==> src/rtl/si_mac_accumulator_pkg.sv <==
// rtl/si_mac_accumulator_pkg.sv - shared FSM encodings, signed limits and clog2 for the si_* stages
//
// Purpose: common definitions for the signed-integer pipeline stages
// (MAC accumulator, requantising downscaler, later neuron stages).
// Ports: none (package).

package si_mac_accumulator_pkg;

   typedef enum logic [1:0] {
      ST_IDLE  = 2'd0,
      ST_ACCUM = 2'd1,
      ST_DONE  = 2'd2
   } si_state_e;

   localparam logic signed [31:0] SI_MAX_32 = 32'sh7fff_ffff;
   localparam logic signed [31:0] SI_MIN_32 = 32'sh8000_0000;

   // Ceiling log2; si_clog2(1) == 0.
   function automatic int si_clog2(input int value);
      int r;
      r = 0;
      for (int v = value - 1; v > 0; v = v >> 1) begin
         r = r + 1;
      end
      return r;
   endfunction

endpackage

==> src/rtl/si_mac_accumulator_if.sv <==
// rtl/si_mac_accumulator_if.sv - pair-input and result-output handshake bundle
//
// Purpose: groups the input pair stream and the result stream of the MAC.
// Signals:
//   in_valid/in_ready   input pair handshake
//   act/weight          signed N_ACT operands
//   out_valid/out_ready result handshake towards the downscaler
//   acc_out             signed N_ACC result
// Modports: master = pair source / result sink, slave = the accumulator.

interface si_mac_accumulator_if #(
   parameter int N_ACT = 8,
   parameter int N_ACC = 32
) ();

   logic                    in_valid;
   logic                    in_ready;
   logic signed [N_ACT-1:0] act;
   logic signed [N_ACT-1:0] weight;
   logic                    out_valid;
   logic                    out_ready;
   logic signed [N_ACC-1:0] acc_out;

   modport master (
      output in_valid, act, weight, out_ready,
      input  in_ready, out_valid, acc_out
   );

   modport slave (
      input  in_valid, act, weight, out_ready,
      output in_ready, out_valid, acc_out
   );

endinterface

==> src/rtl/si_mac_accumulator_sat_add.sv <==
// rtl/si_mac_accumulator_sat_add.sv - signed saturating adder
//
// Purpose: N-bit two's-complement add that clamps to the signed range.
// Ports:
//   a, b  in   N  signed addends
//   sum   out  N  clamped sum
//   sat   out  1  high when the true sum fell outside the N-bit range

module si_sat_add #(
   parameter int N = 32
) (
   input  logic signed [N-1:0] a,
   input  logic signed [N-1:0] b,
   output logic signed [N-1:0] sum,
   output logic                sat
);

   logic signed [N:0] wide;

   always_comb begin
      wide = {a[N-1], a} + {b[N-1], b};
      // The top two bits of the N+1 bit sum disagree exactly on overflow;
      // the top bit then carries the true sign of the result.
      sat = wide[N] ^ wide[N-1];
      if (!sat) begin
         sum = wide[N-1:0];
      end else if (wide[N]) begin
         sum = {1'b1, {(N-1){1'b0}}};
      end else begin
         sum = {1'b0, {(N-1){1'b1}}};
      end
   end

endmodule

==> src/rtl/si_mac_accumulator.sv <==
// rtl/si_mac_accumulator.sv - sequential int8 dot product with saturating accumulator
//
// Purpose: accepts N_INPUTS (act, weight) pairs, subtracts the activation
// zero-point, multiplies and accumulates into a saturating N_ACC register
// preloaded with BIAS, then offers the result over a valid/ready handshake.
// Ports:
//   clk    in   clock
//   rst_n  in   asynchronous active-low reset
//   start  in   begin a dot product (honoured in IDLE, or in DONE with out_ready)
//   bus    slave modport: in_valid/in_ready/act/weight, out_valid/out_ready/acc_out
//   sat    out  sticky saturation flag for the current/last result
//   busy   out  high while accumulating

module si_mac_accumulator
   import si_mac_accumulator_pkg::*;
#(
   parameter int                      N_ACT    = 8,
   parameter int                      N_ACC    = 32,
   parameter int                      N_INPUTS = 16,
   parameter logic signed [N_ACT-1:0] ACT_ZP   = '0,
   parameter logic signed [N_ACC-1:0] BIAS     = '0
) (
   input  logic                 clk,
   input  logic                 rst_n,
   input  logic                 start,
   si_mac_accumulator_if.slave  bus,
   output logic                 sat,
   output logic                 busy
);

   localparam int PROD_W = 2 * N_ACT + 1;
   localparam int CNT_W  = si_clog2(N_INPUTS) + 1;
   localparam logic [CNT_W-1:0] CNT_LAST = CNT_W'(N_INPUTS - 1);

   si_state_e state_q, state_d;
   logic in_ready_q, in_ready_d;
   logic out_valid_q, out_valid_d;
   logic busy_q, busy_d;

   logic signed [N_ACC-1:0] acc_q, acc_d;
   logic [CNT_W-1:0]        cnt_q, cnt_d;
   logic                    sat_q, sat_d;

   // Zero-point removal in N_ACT+1 bits cannot overflow.
   logic signed [N_ACT:0]    act_x, zp_x, act_c;
   logic signed [PROD_W-1:0] act_w, wt_w, prod;
   logic signed [N_ACC-1:0]  prod_ext;
   logic signed [N_ACC-1:0]  add_sum;
   logic                     add_sat;
   logic                     beat;

   always_comb begin
      act_x    = {bus.act[N_ACT-1], bus.act};
      zp_x     = {ACT_ZP[N_ACT-1], ACT_ZP};
      act_c    = act_x - zp_x;
      act_w    = {{N_ACT{act_c[N_ACT]}}, act_c};
      wt_w     = {{(N_ACT+1){bus.weight[N_ACT-1]}}, bus.weight};
      prod     = act_w * wt_w;
      prod_ext = {{(N_ACC-PROD_W){prod[PROD_W-1]}}, prod};
   end

   si_sat_add #(.N(N_ACC)) u_sat_add (
      .a   (acc_q),
      .b   (prod_ext),
      .sum (add_sum),
      .sat (add_sat)
   );

   // in_ready_q is high exactly in ACCUM, so a beat can only happen there.
   assign beat = bus.in_valid & in_ready_q;

   always_comb begin
      state_d = state_q;
      acc_d   = acc_q;
      cnt_d   = cnt_q;
      sat_d   = sat_q;
      case (state_q)
         ST_IDLE: begin
            if (start) begin
               state_d = ST_ACCUM;
               acc_d   = BIAS;
               cnt_d   = '0;
               sat_d   = 1'b0;
            end
         end
         ST_ACCUM: begin
            if (beat) begin
               acc_d = add_sum;
               sat_d = sat_q | add_sat;
               cnt_d = cnt_q + CNT_W'(1);
               if (cnt_q == CNT_LAST) begin
                  state_d = ST_DONE;
               end
            end
         end
         ST_DONE: begin
            // Result consumed together with start: reload without an IDLE bubble.
            if (bus.out_ready) begin
               if (start) begin
                  state_d = ST_ACCUM;
                  acc_d   = BIAS;
                  cnt_d   = '0;
                  sat_d   = 1'b0;
               end else begin
                  state_d = ST_IDLE;
               end
            end
         end
         default: begin
            state_d = ST_IDLE;
         end
      endcase
      in_ready_d  = (state_d == ST_ACCUM);
      busy_d      = (state_d == ST_ACCUM);
      out_valid_d = (state_d == ST_DONE);
   end

   always_ff @(posedge clk or negedge rst_n) begin
      if (!rst_n) begin
         state_q     <= ST_IDLE;
         in_ready_q  <= 1'b0;
         out_valid_q <= 1'b0;
         busy_q      <= 1'b0;
      end else begin
         state_q     <= state_d;
         in_ready_q  <= in_ready_d;
         out_valid_q <= out_valid_d;
         busy_q      <= busy_d;
      end
   end

   always_ff @(posedge clk or negedge rst_n) begin
      if (!rst_n) begin
         acc_q <= '0;
         cnt_q <= '0;
         sat_q <= 1'b0;
      end else begin
         acc_q <= acc_d;
         cnt_q <= cnt_d;
         sat_q <= sat_d;
      end
   end

   // acc_q only moves in ACCUM or on the DONE->ACCUM reload, so the
   // published result is stable for as long as out_valid is high.
   assign bus.in_ready  = in_ready_q;
   assign bus.out_valid = out_valid_q;
   assign bus.acc_out   = acc_q;
   assign sat           = sat_q;
   assign busy          = busy_q;

endmodule
==> src/flat_wrapper.sv <==
// flat-port wrapper written by rule: the top's interface ports become plain ports
module si_mac_accumulator_flat import si_mac_accumulator_pkg::*;
#(
   parameter int                      N_ACT    = 8,
   parameter int                      N_ACC    = 32,
   parameter int                      N_INPUTS = 16,
   parameter logic signed [N_ACT-1:0] ACT_ZP   = '0,
   parameter logic signed [N_ACC-1:0] BIAS     = '0
)
  (clk, rst_n, start, sat, busy, bus_in_valid, bus_act, bus_weight, bus_out_ready, bus_in_ready, bus_out_valid, bus_acc_out);
  si_mac_accumulator_if #(.N_ACT(N_ACT), .N_ACC(N_ACC)) bus_i ();
  input  logic clk;
  input  logic rst_n;
  input  logic start;
  output logic sat;
  output logic busy;
  input wire logic [$bits(bus_i.in_valid)-1:0] bus_in_valid;
  input wire logic [$bits(bus_i.act)-1:0] bus_act;
  input wire logic [$bits(bus_i.weight)-1:0] bus_weight;
  input wire logic [$bits(bus_i.out_ready)-1:0] bus_out_ready;
  output wire logic [$bits(bus_i.in_ready)-1:0] bus_in_ready;
  output wire logic [$bits(bus_i.out_valid)-1:0] bus_out_valid;
  output wire logic [$bits(bus_i.acc_out)-1:0] bus_acc_out;
  assign bus_i.in_valid = bus_in_valid;
  assign bus_i.act = bus_act;
  assign bus_i.weight = bus_weight;
  assign bus_i.out_ready = bus_out_ready;
  assign bus_in_ready = bus_i.in_ready;
  assign bus_out_valid = bus_i.out_valid;
  assign bus_acc_out = bus_i.acc_out;
  si_mac_accumulator #(.N_ACT(N_ACT), .N_ACC(N_ACC), .N_INPUTS(N_INPUTS), .ACT_ZP(ACT_ZP), .BIAS(BIAS)) u_core (.clk(clk), .rst_n(rst_n), .start(start), .bus(bus_i), .sat(sat), .busy(busy));
endmodule
==> config.mk <==
export PLATFORM = sky130hd
export DESIGN_NAME = si_mac_accumulator_flat
export DESIGN_NICKNAME = d
export VERILOG_FILES = /design/src/rtl/si_mac_accumulator_pkg.sv /design/src/rtl/si_mac_accumulator_if.sv /design/src/rtl/si_mac_accumulator_sat_add.sv /design/src/rtl/si_mac_accumulator.sv /design/src/flat_wrapper.sv
export SDC_FILE = /design/constraint.sdc
export NUM_CORES = 1
export LEC_CHECK = 0
export CAP_MARGIN = 20
export CORE_MARGIN = 1
export CORE_UTILIZATION = 30
export DETAILED_ROUTE_END_ITERATION = 10
export PLACE_DENSITY_LB_ADDON = 0.05
export SLEW_MARGIN = 20
export SYNTH_ARGS = -nofsm -noshare
export SYNTH_HDL_FRONTEND = slang
export SYNTH_SLANG_ARGS = --single-unit
==> constraint.sdc <==
create_clock -name clk -period 8.5 [get_ports clk]
set_input_delay 1.7 -clock clk [delete_from_list [all_inputs] [get_ports clk]]
set_output_delay 1.7 -clock clk [all_outputs]
set_load 0.01 [all_outputs]
# Word level (Yosys, flattened, before mapping)

Index checks and enable logic that the tools add are counted.

Register bits: 42
Memories: 0
ROM bits: 0
Output and inout bits: 36
Bits in latches: 0
Bits in writable memories: 0

Shift-type cells: 0
Div/mod/pow operators: 0
Add/sub/neg operators: 2
Multiplexer cells: 20
Equal/unequal tests: 7
Multiply operators: 1
Magnitude comparators: 0
Bitwise logic cells: 3
Reduce and logical (&&, ||, !) cells: 3

Operators with widths:

| cell                                                 | number |
|---|---|
| 2-to-1 mux 32 bit                                    | 5 |
| one-hot mux 32 bit (3 select lines)                  | 1 |
| adder 32 x 16 -> 33 bit                              | 1 |
| multiplier 8 x 8 -> 16 bit                           | 1 |
| 2-to-1 mux 5 bit                                     | 3 |
| one-hot mux 5 bit (3 select lines)                   | 1 |
| 2-to-1 mux 2 bit                                     | 4 |
| one-hot mux 2 bit (3 select lines)                   | 1 |
| adder 5 x 1 -> 5 bit (second input constant)         | 1 |
| equality test 5 x 4 -> 1 bit (second input constant) | 1 |
| equality test 2 x 1 -> 1 bit (second input constant) | 2 |
| equality test 2 bit (second input constant)          | 2 |
| 2-to-1 mux 1 bit                                     | 4 |
| one-hot mux 1 bit (3 select lines)                   | 1 |
| AND reduction 3 bit                                  | 1 |
| nonzero test 3 bit                                   | 1 |
| zero test 2 bit                                      | 1 |
| != test 2 x 1 -> 1 bit (second input constant)       | 1 |
| != test 2 bit (second input constant)                | 1 |
| AND 1 bit                                            | 1 |
| OR 1 bit                                             | 1 |
| XOR 1 bit                                            | 1 |

# Longest topological paths before layout

Gate-level depths: netlist of run 1.

Depth in word-level cells: 6
Depth in mapped cells: 22
Gate-level depth less buffers: 20

# Cells and area by module

A second synthesis of run 1 with hierarchy kept.

Cell total of the unflattened synthesis: 758
Area total of the unflattened synthesis: 6,299.8 um2

Modules (own cells, without submodules):

| module             | times used | area each (um2) | cells an instance |
|---|---|---|---|
| si_mac_accumulator | 1          | 4,256.6         | 471 |
| si_sat_add         | 1          | 2,043.2         | 287 |

# Least setup slack after synthesis of run 1

OpenSTA, ideal clock, no wires.

Path type: input port to flip-flop
From: in bus_weight[0]
To: reg u_core.acc_q[0] (netlist: u_core.bus.acc_out[0])
Setup slack: 811 ps
Cell stages on the path: 18
Data required time: 8,379 ps
Arrival time: 7,568 ps
Cells stage by stage: and2_1 -> inv_1 -> fa_1 -> inv_1 -> fa_1 -> fa_1 -> fa_1 -> fa_1 -> ha_1 -> a21o_1 -> a31oi_1 -> a21oi_1 -> a311o_1 -> a2111o_1 -> and3_1 -> buf_2 -> a21o_1 -> a22o_1

Word-level cells in the longest chain between the ends: 6

Ends and longest elaborated chain:

| item                                                  | line                                                               | source |
|---|---|---|
| start: declaration                                    | flat_wrapper.sv:19                                                 | `input wire logic [$bits(bus_i.weight)-1:0] bus_weight;` |
| multiplier 8 x 8 -> 16 bit *                          | si_mac_accumulator.sv:58                                           | `prod = act_w * wt_w;` |
| adder 32 x 16 -> 33 bit *                             | si_mac_accumulator_sat_add.sv:21                                   | `wide = {a[N-1], a} + {b[N-1], b};` |
| 2-to-1 mux 32 bit / XOR 1 bit (equally long branches) | si_mac_accumulator_sat_add.sv:27, si_mac_accumulator_sat_add.sv:24 |  |
| 2-to-1 mux 32 bit *                                   | si_mac_accumulator_sat_add.sv:25                                   | `if (!sat) begin` |
| 2-to-1 mux 32 bit *                                   | si_mac_accumulator.sv:87                                           | `if (beat) begin` |
| one-hot mux 32 bit (3 select lines) *                 | si_mac_accumulator.sv:77                                           | `case (state_q)` |
| end signal: assignment                                | si_mac_accumulator.sv:134                                          | `acc_q <= '0;` |
| end signal: assignment                                | si_mac_accumulator.sv:138                                          | `acc_q <= acc_d;` |
| end: declaration                                      | si_mac_accumulator.sv:40                                           | `logic signed [N_ACC-1:0] acc_q, acc_d;` |

Mark *: on every way between the ends. The rest lies on a longest branch, timed or not. The select of a mux whose other input is x is not followed.
A chain may end at the register's enable or synchronous reset.

# Final worst setup path of run 1

From: in bus_act[7]
To: reg u_core.acc_q[18] (netlist: u_core.bus.acc_out[18])

Word-level cells in the longest chain between the ends: 6

Ends and longest elaborated chain:

| item                                                  | line                                                               | source |
|---|---|---|
| start: declaration                                    | flat_wrapper.sv:18                                                 | `input wire logic [$bits(bus_i.act)-1:0] bus_act;` |
| multiplier 8 x 8 -> 16 bit *                          | si_mac_accumulator.sv:58                                           |  |
| adder 32 x 16 -> 33 bit *                             | si_mac_accumulator_sat_add.sv:21                                   |  |
| 2-to-1 mux 32 bit / XOR 1 bit (equally long branches) | si_mac_accumulator_sat_add.sv:27, si_mac_accumulator_sat_add.sv:24 |  |
| 2-to-1 mux 32 bit *                                   | si_mac_accumulator_sat_add.sv:25                                   |  |
| 2-to-1 mux 32 bit *                                   | si_mac_accumulator.sv:87                                           |  |
| one-hot mux 32 bit (3 select lines) *                 | si_mac_accumulator.sv:77                                           |  |

Marks and branches as above.

==> results.py, run 1 <==
metrics = {
    "floorplanning": {
        "core_area_um2": 24250,
        "rows": 57,
        "start_util_pct": 30.50,
        "io_pins": 57,
        "die_w_um": 159.0,
        "die_height_um": 159.0,
        "die_area_um2": 25280,
    },
    "synthesis": {
        "ys_ff_latch": 42,
        "ys_seq_area_share_pct": 14.21,
        "yosysWarnings": 0,
        "synth.avg_cell_area_um2": 10.42,
        "synth_commonest_cells": "fa_1 (140), inv_1 (107), ha_1 (74), nand2_1 (52), dfrtp_1 (42)",
        "synthFlopType": "dfrtp_1",
        "synth.area.top_cells": "fa_1 (38%), dfrtp_1 (14%), ha_1 (13%)",
        "syn_nets": 945,
        "synth_area_um2": 7396,
        "synthArstFlopShare_pct": 100.0,
        "yosys.area.top_type_share_pct": 37.90,
        "synthCells": 710,
        "synth_most_common_cell": "fa_1",
        "synth.distinct_cells": 54,
        "synth-edff-count": 0,
        "synth_top_area_cell": "fa_1",
    },
    "global_route": {
        "grt_overflow": 0,
        "antenna_found_initial": 0,
        "track_usage_pct": 16.28,
        "grt_pass1_vias": 5941,
        "grt_pass1_wl_mm": 32.54,
        "grt_max_degree": 43,
    },
    "routing": {
        "first_iter_violations": 258,
        "vias": 5270,
        "drc_errors": 2,
        "ant_nets": 0,
        "drt_pass1_iterations": 7,
        "routedWlPerCell_um": 17.22,
        "finalWirelength_mm": 19.06,
        "viasPerCell": 4.761,
    },
    "cts": {
        "clk_pin_slew_ns": 0.07,
        "cts-htree-levels": 2,
        "cts-root-buf": "clkbuf_16",
        "clk-insertion-delay-late_ns": 0.29,
        "cts_made_buffers": 5,
        "postCtsSetupBuffers": 0,
        "clk_path_buf_depth": 2,
        "clock-sinks": 42,
        "tritoncts": "yes",
        "cts-resized-gates": 0,
        "ctsHoldBuffers": 0,
    },
    "setup_path": {
        "critPathTopFamily": "adder cells",
        "crit_type": "in -> reg",
        "critPathBufInv": 4,
        "critPathRequiredTime_ns": 8.73,
        "cp_cell_sequence": "clkdlybuf4s50_1 -> and2_2 -> buf_12 -> fa_1 -> fa_1 -> fa_1 -> fa_1 -> ha_1 -> ha_1 -> a21o_1 -> a31oi_1 -> a21oi_1 -> a311o_1 -> nand3_1 -> nand3_2 -> buf_4 -> nor3_4 -> buf_8 -> a221o_1",
        "path_max_fanout": 18,
        "critPathMaxStageDelay_ns": 0.63,
        "critical_path.slowest_cell": "clkdlybuf4s50_1",
        "crit_path_end_kind": "register",
        "cp-start-kind": "input port",
        "crit_arrival_ns": 7.93,
        "cp_common_cell": "fa_1",
    },
    "cells_and_area": {
        "drive_gt1_share_pct": 6.897,
        "syn_to_final_growth_pct": 18.15,
        "diodes": 0,
        "nFillCells": 2475,
        "nets": 1017,
    },
    "sta": {
        "setup_viol": 0,
        "final_max_slew_viol_count": 0,
        "fin_crit_sh_pct": 90.63,
        "worstMarginPinSlew_ns": 0.7060,
        "skew_ns": 0.005513,
        "period_needed_ns": 7.704,
        "rsz0062_at_grt": "no",
        "hold_viol": 0,
        "maxSlewHeadroom_pct": 52.78,
        "fin_tns_setup_ns": 0,
        "fmax_ghz": 0.1298,
    },
    "placed_design": {
        "io_buffers": 56,
        "gp_congestion": 0.8092,
        "place_hpwl_mm": 15.90,
    },
    "run_status": {
        "violations": "DRC",
        "outcome": "finished, violations left",
    },
    "run": {
        "drv_cap": 0,
    },
    "worst_hold_path": {
        "hold_class": "reg -> reg",
    },
}
## final timing paths
check                                       from                      to  slack (ns)  cells past startpoint
max                                   bus_act[7]  u_core.bus.acc_out[18]        0.80                     19
min                              u_core.cnt_q[4]         u_core.cnt_q[4]        0.49                      2
max reg2reg                u_core.bus.acc_out[6]  u_core.bus.acc_out[18]        2.71                     20
min reg2reg                      u_core.cnt_q[4]         u_core.cnt_q[4]        0.49                      2
max in group asynchronous                  rst_n  u_core.bus.acc_out[19]        6.67                      1
min in group asynchronous                  rst_n         u_core.cnt_q[3]        1.41                      1
## state kept, by name (all words and copies together) (netlist names)
| signal | count |
|---|---|
| u_core.state_q | 2 |
| u_core.bus.acc_out | 32 |
| u_core.bus.in_ready | 1 |
| u_core.cnt_q | 5 |
| u_core.sat | 1 |
| u_core.bus.out_valid | 1 |
## worst min-delay path, cell delays in order, from the launching register on
cell and delay [ns]:
dfrtp_1 0.35, nand2_1 0.05, o21ai_0 0.06
## cell type report
type	instances	area [um^2]	share of cell area (%)
clock buffer	5	125.1	1.432
sequential	42	1051	12.03
clock inverter	3	23.77	0.2721
tap	324	405.4	4.639
timing repair buffer	87	880.8	10.08
multi-input combinational	538	5847	66.91
inverter	108	405.4	4.639
## metrics by stage
stage | cell area (um^2) | hold WS [ns] | std cells | util, % | setup WS [ns]
final | 8738 | 0.4898 | 1107 | 36.04 | 0.7961
after global routing | 8738 | 0.5198 | 1107 | 36.04 | 0.4271
after CTS | 8686 | 0.4937 | 1105 | 35.82 | 0.4988
after detailed placement | 8537 | 0.4785 | 1097 | 35.21 | 0.2164
after global placement | 8537 | 0.4620 | 1097 | 35.21 | 0.2752
after floorplan | 7396 | 0.4498 | 710 | - | 0.8109
## cells by family after synthesis
group / after synthesis / synth area share, %
compound gates: 137 / 13.65
xor+xnor: 33 / 4.010
fa+ha+maj: 214 / 50.41
buf+inv: 130 / 7.089
flops: 42 / 14.21
simple gates: 154 / 10.62
## routing by layer
layer | wire length (um) | part of all wire (%) | track usage [%]
met1 | 9264 | 49 | 22.97
met2 | 9254 | 49 | 27.33
met3 | 348 | 1.8 | 1.120
met4 | 195 | 1.0 | 3.802
met5 | 0 | 0 | 0
## cell usage in the layout, fill, tap and decap left out, drive strengths merged, types with 3 or more instances in the layout
cell type,n
nand2,52
clkbuf,5
nor3,10
o21bai,5
ha,74
nand2b,6
buf,32
a21boi,3
a21oi,26
or2,4
a21o,17
nand3,5
clkdlybuf4s50,55
a221o,25
o21ai,27
inv,108
a311o,3
dfrtp,42
fa,140
a31oi,9
and3,4
a22o,7
xor2,14
nand4,7
nor2,21
and2,34
xnor2,19
Power of run 1 is left out: the tool's default activity adds up to more than one toggle a clock period on the data nets, which glitch-free logic cannot reach.
==> run 2, diff against run 1 <==
Settings changed: MAX_ROUTING_LAYER set to met4, SETUP_SLACK_MARGIN set to 0.4.
==> results.py, run 2 (synthesized netlist as in run 1, its figures left out) <==
metrics = {
    "setup_path": {
        "critPathBufInv": 4,
        "critPathTopFamily": "adder cells",
        "critPathMaxStageDelay_ns": 0.63,
        "crit_path_end_kind": "register",
        "crit_arrival_ns": 7.93,
        "cp-start-kind": "input port",
        "path_max_fanout": 18,
        "critical_path.slowest_cell": "clkdlybuf4s50_1",
        "cp_cell_sequence": "clkdlybuf4s50_1 -> and2_2 -> buf_12 -> fa_1 -> fa_1 -> fa_1 -> fa_1 -> ha_1 -> ha_1 -> a21o_1 -> a31oi_1 -> a21oi_1 -> a311o_1 -> nand3_1 -> nand3_2 -> buf_4 -> nor3_4 -> buf_8 -> a221o_1",
        "crit_type": "in -> reg",
        "critPathRequiredTime_ns": 8.73,
        "cp_common_cell": "fa_1",
    },
    "cts": {
        "clk_pin_slew_ns": 0.07,
        "clk-insertion-delay-late_ns": 0.29,
        "ctsHoldBuffers": 0,
        "clock-sinks": 42,
        "cts-root-buf": "clkbuf_16",
        "cts-htree-levels": 2,
        "cts_made_buffers": 5,
        "postCtsSetupBuffers": 0,
        "tritoncts": "yes",
        "cts-resized-gates": 0,
        "clk_path_buf_depth": 2,
    },
    "cells_and_area": {
        "final_core_util_pct": 36.04,
        "drive_gt1_share_pct": 6.897,
        "nFillCells": 2475,
        "final_common_cell": "fa_1",
        "diodes": 0,
        "syn_to_final_growth_pct": 18.15,
        "mostFrequentLayoutCells": "fa_1 (140), inv_1 (107), ha_1 (74)",
        "largest_register_ffs": 32,
        "nets": 1017,
        "seqCellArea_um2": 1051,
        "multiInputGateArea_um2": 5847,
    },
    "routing": {
        "first_iter_violations": 222,
        "vias": 5262,
        "finalWirelength_mm": 19.01,
        "drt_pass1_iterations": 7,
        "viasPerCell": 4.753,
        "ant_nets": 0,
        "drc_errors": 2,
        "routedWlPerCell_um": 17.17,
    },
    "sta": {
        "fin_tns_setup_ns": 0,
        "final_max_slew_viol_count": 0,
        "rsz0062_at_grt": "no",
        "maxSlewHeadroom_pct": 52.01,
        "skew_ns": 0.003578,
        "worstMarginPinSlew_ns": 0.7183,
        "holdWs_ns": 0.4895,
        "fmax_ghz": 0.1299,
        "fin_crit_sh_pct": 90.58,
        "hold_viol": 0,
        "period_needed_ns": 7.699,
        "setup_viol": 0,
    },
    "global_route": {
        "track_usage_pct": 16.78,
        "grt_max_degree": 43,
        "grt_overflow": 0,
        "grt_pass1_wl_mm": 32.55,
        "antenna_found_initial": 0,
        "grt_pass1_vias": 5933,
    },
    "floorplanning": {
        "die_w_um": 159.0,
        "die_height_um": 159.0,
        "io_pins": 57,
        "core_area_um2": 24250,
        "rows": 57,
        "die_area_um2": 25280,
        "start_util_pct": 30.50,
    },
    "placed_design": {
        "io_buffers": 56,
        "gp_congestion": 0.8211,
        "place_hpwl_mm": 15.90,
    },
    "run_status": {
        "violations": "DRC",
        "outcome": "finished, violations left",
    },
    "worst_hold_path": {
        "hold_class": "reg -> reg",
    },
    "run": {
        "drv_cap": 0,
    },
}
-- run 2: cell counts in the layout (fill, tap and decap cells not counted) --
Identical to the previous run, type by type.
-- run 2: through the flow --
stage / area [um^2] / worst slack [ns] / std cells
finish: 8738 / 0.8009 / 1107
global route: 8738 / 0.4280 / 1107
CTS: 8686 / 0.4988 / 1105
detailed placement: 8537 / 0.2164 / 1097
global placement: 8537 / 0.2752 / 1097
floorplan: 7396 / 0.8109 / 710
-- run 2: final timing paths --
path / startpoint / to / slack (ns) / depth (start not counted)
setup / recovery: bus_act[7] / u_core.bus.acc_out[18] / 0.80 / 19
hold / removal: u_core.cnt_q[4] / u_core.cnt_q[4] / 0.49 / 2
setup reg to reg: u_core.bus.acc_out[6] / u_core.bus.acc_out[18] / 2.71 / 20
hold reg to reg: u_core.cnt_q[4] / u_core.cnt_q[4] / 0.49 / 2
max in group asynchronous: rst_n / u_core.bus.acc_out[19] / 6.68 / 1
min in group asynchronous: rst_n / u_core.state_q[1] / 1.40 / 1
-- run 2: cell type report --
class	instances	share of cell area, %
clock buffers	5	1.432
clock inverters	3	0.2721
inverters	108	4.639
multi-input cells	538	66.91
flip-flops and latches	42	12.03
well taps	324	4.639
repair buffers	87	10.08
-- run 2: worst min-delay path: stages (launching register included) --
cell     delay (ns)
dfrtp_1        0.35
nand2_1        0.05
o21ai_0        0.06
-- run 2: routing by layer --
metal	global-route usage (%)	routed length, um
met1	22.98	9012
met2	27.33	9228
met3	1.094	569
met4	3.802	200
met5	-	0
Power of run 2 is left out for the same reason.
